[src/rtl/fetch_unit.sv]
// Sequential instruction fetch from a one-cycle-latency block RAM with redirect,
// a registered output stage and a one-entry skid buffer for downstream stalls.
module fetch_unit #(
    parameter logic [15:0] reset_pc  = 16'h0000,
    parameter int unsigned adr_width = 11
) (
    input  logic        sys_clk,
    input  logic        sys_rst,
    output logic [15:0] mem_a,
    output logic        mem_we,
    output logic [15:0] mem_do,
    input  logic [15:0] mem_di,
    input  logic        br_valid,
    input  logic [15:0] br_target,
    output logic        instr_valid,
    output logic [15:0] instr,
    output logic [15:0] instr_pc,
    input  logic        instr_ready
);

    localparam int unsigned PC_W = 16;

    typedef struct packed {
        logic            v;
        logic [PC_W-1:0] instr;
        logic [PC_W-1:0] pc;
    } slot_t;

    // adr_width only documents the RAM depth; an out-of-range value is flagged in the hierarchy
    if (adr_width == 0 || adr_width > PC_W) begin : g_adr_width_out_of_range
    end

    logic [PC_W-1:0] pc_q, pc_n;
    logic            inf_v_q, inf_v_n;
    logic [PC_W-1:0] inf_pc_q, inf_pc_n;
    slot_t           out_q, out_n;
    slot_t           skid_q, skid_n;

    logic [1:0]      cnt_c;
    logic            deq_c;
    logic            issue_c;

    assign mem_we      = 1'b0;
    assign mem_do      = 16'h0000;
    assign instr_valid = out_q.v;
    assign instr       = out_q.instr;
    assign instr_pc    = out_q.pc;

    // Issue decision, RAM address and buffer steering
    always_comb begin
        cnt_c    = 2'(out_q.v) + 2'(skid_q.v) + 2'(inf_v_q);
        deq_c    = out_q.v & instr_ready;
        issue_c  = !sys_rst && (br_valid || ((cnt_c - 2'(deq_c)) <= 2'd1));
        mem_a    = br_valid ? br_target : pc_q;

        pc_n     = pc_q;
        inf_v_n  = issue_c;
        inf_pc_n = inf_pc_q;
        out_n    = out_q;
        skid_n   = skid_q;

        if (issue_c) begin
            inf_pc_n = mem_a;
            pc_n     = mem_a + PC_W'(1);
        end

        if (deq_c) begin
            if (skid_q.v) begin
                out_n    = skid_q;
                skid_n.v = 1'b0;
            end else begin
                out_n.v  = 1'b0;
            end
        end

        // Returning word goes to the output stage if it frees up, otherwise to skid
        if (inf_v_q) begin
            if (!out_n.v) begin
                out_n  = '{v: 1'b1, instr: mem_di, pc: inf_pc_q};
            end else begin
                skid_n = '{v: 1'b1, instr: mem_di, pc: inf_pc_q};
            end
        end

        if (br_valid) begin
            out_n.v  = 1'b0;
            skid_n.v = 1'b0;
        end
    end

    always_ff @(posedge sys_clk) begin
        if (sys_rst) begin
            pc_q     <= reset_pc;
            inf_v_q  <= 1'b0;
            inf_pc_q <= '0;
            out_q    <= '0;
            skid_q   <= '0;
        end else begin
            pc_q     <= pc_n;
            inf_v_q  <= inf_v_n;
            inf_pc_q <= inf_pc_n;
            out_q    <= out_n;
            skid_q   <= skid_n;
        end
    end

endmodule

[config.mk]
export PLATFORM = sky130hd
export DESIGN_NAME = fetch_unit
export DESIGN_NICKNAME = d
export VERILOG_FILES = /design/src/rtl/fetch_unit.sv
export SDC_FILE = /design/constraint.sdc
export NUM_CORES = 1
export LEC_CHECK = 0
export ABC_CLOCK_PERIOD_IN_PS = 5500
export BUFFER_PORTS_ARGS = -buffer_cell sky130_fd_sc_hd__buf_2
export CAP_MARGIN = 20
export CORE_UTILIZATION = 35
export DETAILED_ROUTE_END_ITERATION = 7
export PLACE_DENSITY_LB_ADDON = 0.08
export SYNTH_ARGS = -nofsm -noshare
export SYNTH_HDL_FRONTEND = slang
export SYNTH_SLANG_ARGS = --single-unit
[constraint.sdc]
create_clock -name sys_clk -period 5.5 [get_ports sys_clk]
set_input_delay 0.275 -clock sys_clk [delete_from_list [all_inputs] [get_ports sys_clk]]
set_output_delay 0.275 -clock sys_clk [all_outputs]
set_load 0.02 [all_outputs]
# After elaboration in Yosys (flattened, before gate mapping)
# Index checks and enable logic that the tools add are counted.
dict set report word_totals {
  ff_bits 99
  latch_bits 0
  ram_bits 0
  rom_bits 0
  inputBits 36
  mem_count 0
}
dict set report op_classes {
  add_sub_neg 4
  multipliers 0
  div_mod_pow 0
  order_cmp 1
  n_eq_ne 0
  shifts 0
  n_mux 9
  n_bitwise 1
  reduce_logical 5
}
# cell count
set ops {}
lappend ops {{2-to-1 mux 33 bit} 4}
lappend ops {{2-to-1 mux 32 bit} 2}
lappend ops {{adder 16 x 1 -> 16 bit, second input constant} 1}
lappend ops {{2-to-1 mux 16 bit} 1}
lappend ops {{adder 1 x 1 -> 2 bit} 1}
lappend ops {{adder 2 x 1 -> 2 bit} 1}
lappend ops {{less-or-equal comparator 2 x 1 -> 1 bit, second input constant} 1}
lappend ops {{2-to-1 mux 1 bit} 2}
lappend ops {{AND reduction 2 bit} 1}
lappend ops {{OR reduction 2 bit} 1}
lappend ops {{subtractor 2 x 1 -> 2 bit} 1}
lappend ops {{AND 1 bit} 1}
lappend ops {{logical AND 1 bit} 1}
lappend ops {{zero test 1 bit} 1}
lappend ops {{logical OR 1 bit} 1}

# Depth between registers and ports, before layout
dict set report depth {
  word_depth 6
  depth_mapped 11
}

# Worst setup path before layout
# OpenSTA, ideal clock, no wires.
dict set report synth_timing {
  kind {input to register}
  start {in br_valid}
  end {reg pc_q[12]}
  setup_time_ns 0.087
  t_arrival_ns 2.240
  required_time_ns 5.413
  setup_slack_ns 3.173
  stages 10
  path_buffers 3
  path_cell_list {buf_6 -> buf_4 -> buf_2 -> mux2i_1 -> inv_1 -> ha_1 -> a21boi_0 -> nand3_1 -> o31a_1 -> o31ai_1}
}
dict set report synth_between {
  elab_chain_len 2
  elab_cells_between_ends 4
  cone_classes {add/sub: 1; mux: 1; reduce/logical: 2}
}
# element line_no
set synth_lines {}
lappend synth_lines {{start, declared} 13} ;# input logic br_valid,
lappend synth_lines {{2-to-1 mux 16 bit} 54} ;# mem_a = br_valid ? br_target : pc_q;
lappend synth_lines {{named net mem_a[0]} 9} ;# output logic [15:0] mem_a,
lappend synth_lines {{adder 16 x 1 -> 16 bit} 64} ;# pc_n = mem_a + PC_W'(1);
lappend synth_lines {{end signal, assigned} 93} ;# pc_q <= reset_pc;
lappend synth_lines {{end signal, assigned} 99} ;# pc_q <= pc_n;
lappend synth_lines {{end, declared} 33} ;# logic [PC_W-1:0] pc_q, pc_n;
# The timed path passes the listed nets, and every way through them passes these cells.
# A chain may end at the register's enable or synchronous reset.

# Final worst setup path
dict set report layout_timing {
  start {reg out_q (netlist bit instr_valid)}
  end {reg pc_q[4]}
}
dict set report layout_between {
  elab_chain_len 6
  elab_cells_between_ends 7
  cone_classes {add/sub: 3; order compare: 1; bitwise: 1; reduce/logical: 2}
}
# element line_no
set layout_lines {}
lappend layout_lines {{start, declared} 36} ;# slot_t out_q, out_n;
lappend layout_lines {{start signal, assigned} 102} ;# out_q <= out_n;
lappend layout_lines {{adder 1 x 1 -> 2 bit} 51} ;# cnt_c = 2'(out_q.v) + 2'(skid_q.v) + 2'(inf_v_q);
lappend layout_lines {{adder 2 x 1 -> 2 bit} 51}
lappend layout_lines {{subtractor 2 x 1 -> 2 bit (*)} 53} ;# issue_c = !sys_rst && (br_valid || ((cnt_c - 2'(deq_c)) <= 2'd1));
lappend layout_lines {{less-or-equal comparator 2 x 1 -> 1 bit (*)} 53}
lappend layout_lines {{logical OR 1 bit (*)} 53}
lappend layout_lines {{logical AND 1 bit (*)} 53}
# Mark *: on every way between the ends. The rest lies on a longest branch, timed or not.

==> impl_metrics.yaml <==
worst_hold_path:
  holdPathStages: 3
  min_path_type: "in -> reg"
global_route:
  antenna_found_initial: 0
  grt_pass1_wl_um: 16820
  grt.overflow.total: 0
  grt_pass1_vias: 3282
  grt_usage: 0.1661
  grt_max_degree: 69
floorplanning:
  start_util: 0.3594
  coreArea_mm2: 0.01206
  die_w_um: 113.3
  ios: 102
  die_y_um: 113.3
  die-area_mm2: 0.01284
  fp-row-count: 40
setup_path:
  timing.rr.start: "instr_valid"
  cp_cell_sequence: "and2_1 -> ha_1 -> inv_1 -> ha_1 -> a21oi_1 -> xor2_1 -> nor3_2 -> buf_4 -> nand2_1 -> o21ai_0"
  crit_family: "simple AND/OR/NAND/NOR gates"
  crit_path_end: "pc_q[4]"
  path_max_fanout: 19
  reg2reg_setup_slack_ns: 2.80
  worst-path-stages: 10
  worstPathRequired_ns: 5.76
  cp-startpoint: "instr_valid"
  path_class: "reg -> reg"
  cp_common_cell: "ha_1"
  r2r_cells: 10
  critPathLaunchType: "flop"
  cp.arrival_ns: 2.96
  critPathMaxStageDelay_ns: 0.71
  worstPathBufferInverterCount: 2
  critPathSlowestCell: "nor3_2"
  regToRegEndpoint: "pc_q[4]"
  end_kind: "flop"
timing:
  period_needed_ns: 2.703
  finalSetupViolCount: 0
  hold_slack_ns: 0.1746
  fin_skew_ns: 0.007107
  relSlewSlack: 0.3746
  hold_viol_final: 0
  timing.final.ws_setup_ns: 2.797
  fmax_ghz: 0.3699
  fin_crit_sh: 0.4915
  tightestPinTransition_ns: 0.9330
  rsz0062_at_grt: "false"
  slew_viol_final: 0
  tns_ns: 0
clock_network:
  htree_levels: 3
  cts_hold_buf: 0
  cts_buffer_depth: 2
  cts_tree: "yes"
  cts_setup_buffers: 0
  cts.sinks: 99
  clk_latency_ns: 0.34
  cts_resized: 0
  cts_made_buffers: 9
  root_buffer: "clkbuf_16"
  path_clk_slew_ns: 0.07
route:
  drc_errors: 0
  vias_per_cell: 4.753
  routed_wl_um: 10180
  drt-pass1-iter-count: 4
  final_antenna_net_count: 0
  drtIter0Drc: 209
  post_drt_wl_per_cell_um: 13.57
  vias: 3565
final_layout:
  areaGrowthSynthToFinish_pct: 17.92
  antenna_cells: 0
  final_nets: 616
  drive_gt1_frac: 0.1907
run_status:
  status: "complete, no violations"
synthesis:
  synth_top_cell_area_share: 0.4571
  yosys.area_share.simple: 0.1613
  synth-edff-count: 0
  synthTopCellsByCount: "102 x nand2_1, 99 x dfxtp_1, 47 x mux2i_1"
  synth_cell_types: 37
  yosysMostFrequentCell: "nand2_1"
  synth_top_family_by_area: "simple AND/OR/NAND/NOR gates"
  synth.area.mux_share: 0.1111
  ys.flop_type: "dfxtp_1"
  yosys_register_bits: 99
  yosys-top-cells-area: "dfxtp_1 46%, mux2i_1 11%, nand2_1 8.8%"
  yosys_warnings: 0
  synthArstFlopShare: 0
  synthAdderAreaFrac: 0.008658
  ys_seq_area_frac: 0.4571
  yosys.area.top_type: "dfxtp_1"
  synth_xor_area_frac: 0.02626
  syn_area_per_cell_um2: 8.484
  syn-cell-area_mm2: 0.004335
  synth_compound_area_frac: 0.1553
  synth_cells: 511
placed_design:
  portBuffers: 84
  gp_congestion: 0.8415
  post-place-ws_ns: 2.750
  place_hpwl_um: 6482
power:
  p_leak_nw: 2.339
  power_density_mw_per_mm2: 316.0
  power_frac_clock: 0.379
  power_frac_comb: 0.134
  peakVddDrop_uv: 118.2
  seq_power_share: 0.486
  p_total_w: 0.001615
  p_switching_w: 0.0004385
  p_sw_frac: 0.2715
  power.internal_w: 0.001177
flow_run:
  cap_violations: 0
-- worst register-to-register path, stage by stage (launching register included) --
cell	delay, ns
dfxtp_1	0.38
and2_1	0.20
ha_1	0.24
inv_1	0.06
ha_1	0.21
a21oi_1	0.17
xor2_1	0.11
nor3_2	0.71
buf_4	0.38
nand2_1	0.07
o21ai_0	0.08
-- logic make-up after synthesis --
kind of cell | Yosys count
xor+xnor | 13
flops | 99
mux | 48
simple gates | 167
buf+inv | 70
other cells | 1
fa+ha+maj | 3
compound gates | 110
-- sequential cells by signal (all words and copies together), names as in the netlist --
register,cells
inf_pc_q,16
skid_q,33
pc_q,16
instr_pc,16
instr,16
inf_v_q,1
instr_valid,1
-- routing by layer --
metal / wire length, um / part of all wire / vias up / global-route usage
met5: 0 / 0 / - / 0
met4: 76 / 0.0075 / 0 / 0.04737
met3: 537 / 0.053 / 6 / 0.05142
met2: 4417 / 0.43 / 90 / 0.2474
met1: 5148 / 0.51 / 1631 / 0.2301
li1: - / - / 1838 / -
-- worst min-delay path by stage --
stage	start	to	slack, ns
2_1_floorplan	mem_di[0]	skid_q[16]	0.41
3_3_place_gp	pc_q[12]	pc_q[12]	0.44
3_5_place_dp	skid_q[8]	skid_q[8]	0.45
4_1_cts	mem_di[2]	skid_q[18]	0.16
5_1_grt	mem_di[2]	skid_q[18]	0.16
6_report	mem_di[2]	skid_q[18]	0.17
-- area by class of cell --
| type | instances | area [um^2] |
|---|---|---|
| multi-input combinational | 358 | 2079 |
| inverter | 19 | 71.32 |
| clock buffer | 13 | 270.3 |
| clock inverter | 3 | 21.27 |
| fill | 1259 | 6949 |
| sequential | 99 | 1982 |
| tap | 168 | 210.2 |
| timing repair buffer | 90 | 478.0 |
-- stage by stage --
| stage | cells | cell area [um^2] | utilization |
|---|---|---|---|
| after floorplan | 527 | 4395 | - |
| after global placement | 733 | 4801 | 0.3980 |
| after detailed placement | 733 | 4801 | 0.3980 |
| after CTS | 749 | 5092 | 0.4222 |
| after global routing | 750 | 5112 | 0.4239 |
| final | 750 | 5112 | 0.4239 |
-- power groups by stage --
stage                     clock (W)  sequential [W]  combinational, W
after floorplan                   0        0.000820          0.000135
after global placement            0        0.000801          0.000216
after detailed placement          0        0.000802          0.000218
after CTS                  0.000641        0.000786          0.000219
after global routing       0.000669        0.000791          0.000240
final                      0.000613        0.000786          0.000217
-- cell usage in the layout (no fill, tap or decap), types with 2 or more instances in the layout --
cell type  instances
a211oi_1          34
a21boi_0           2
a21oi_1           34
a22o_1             3
and2_1             2
buf_2             84
buf_4              5
clkbuf_16          9
clkbuf_8           3
conb_1            17
dfxtp_1           99
ha_1               3
inv_1             19
mux2i_1           47
nand2_1          101
nand3_1           10
nand3b_1           4
nand4_1            3
nor2_1            38
nor3_1             3
o21ai_0           29
xnor2_1           11
xor2_1             2
(Power assumes the default switching activity.)
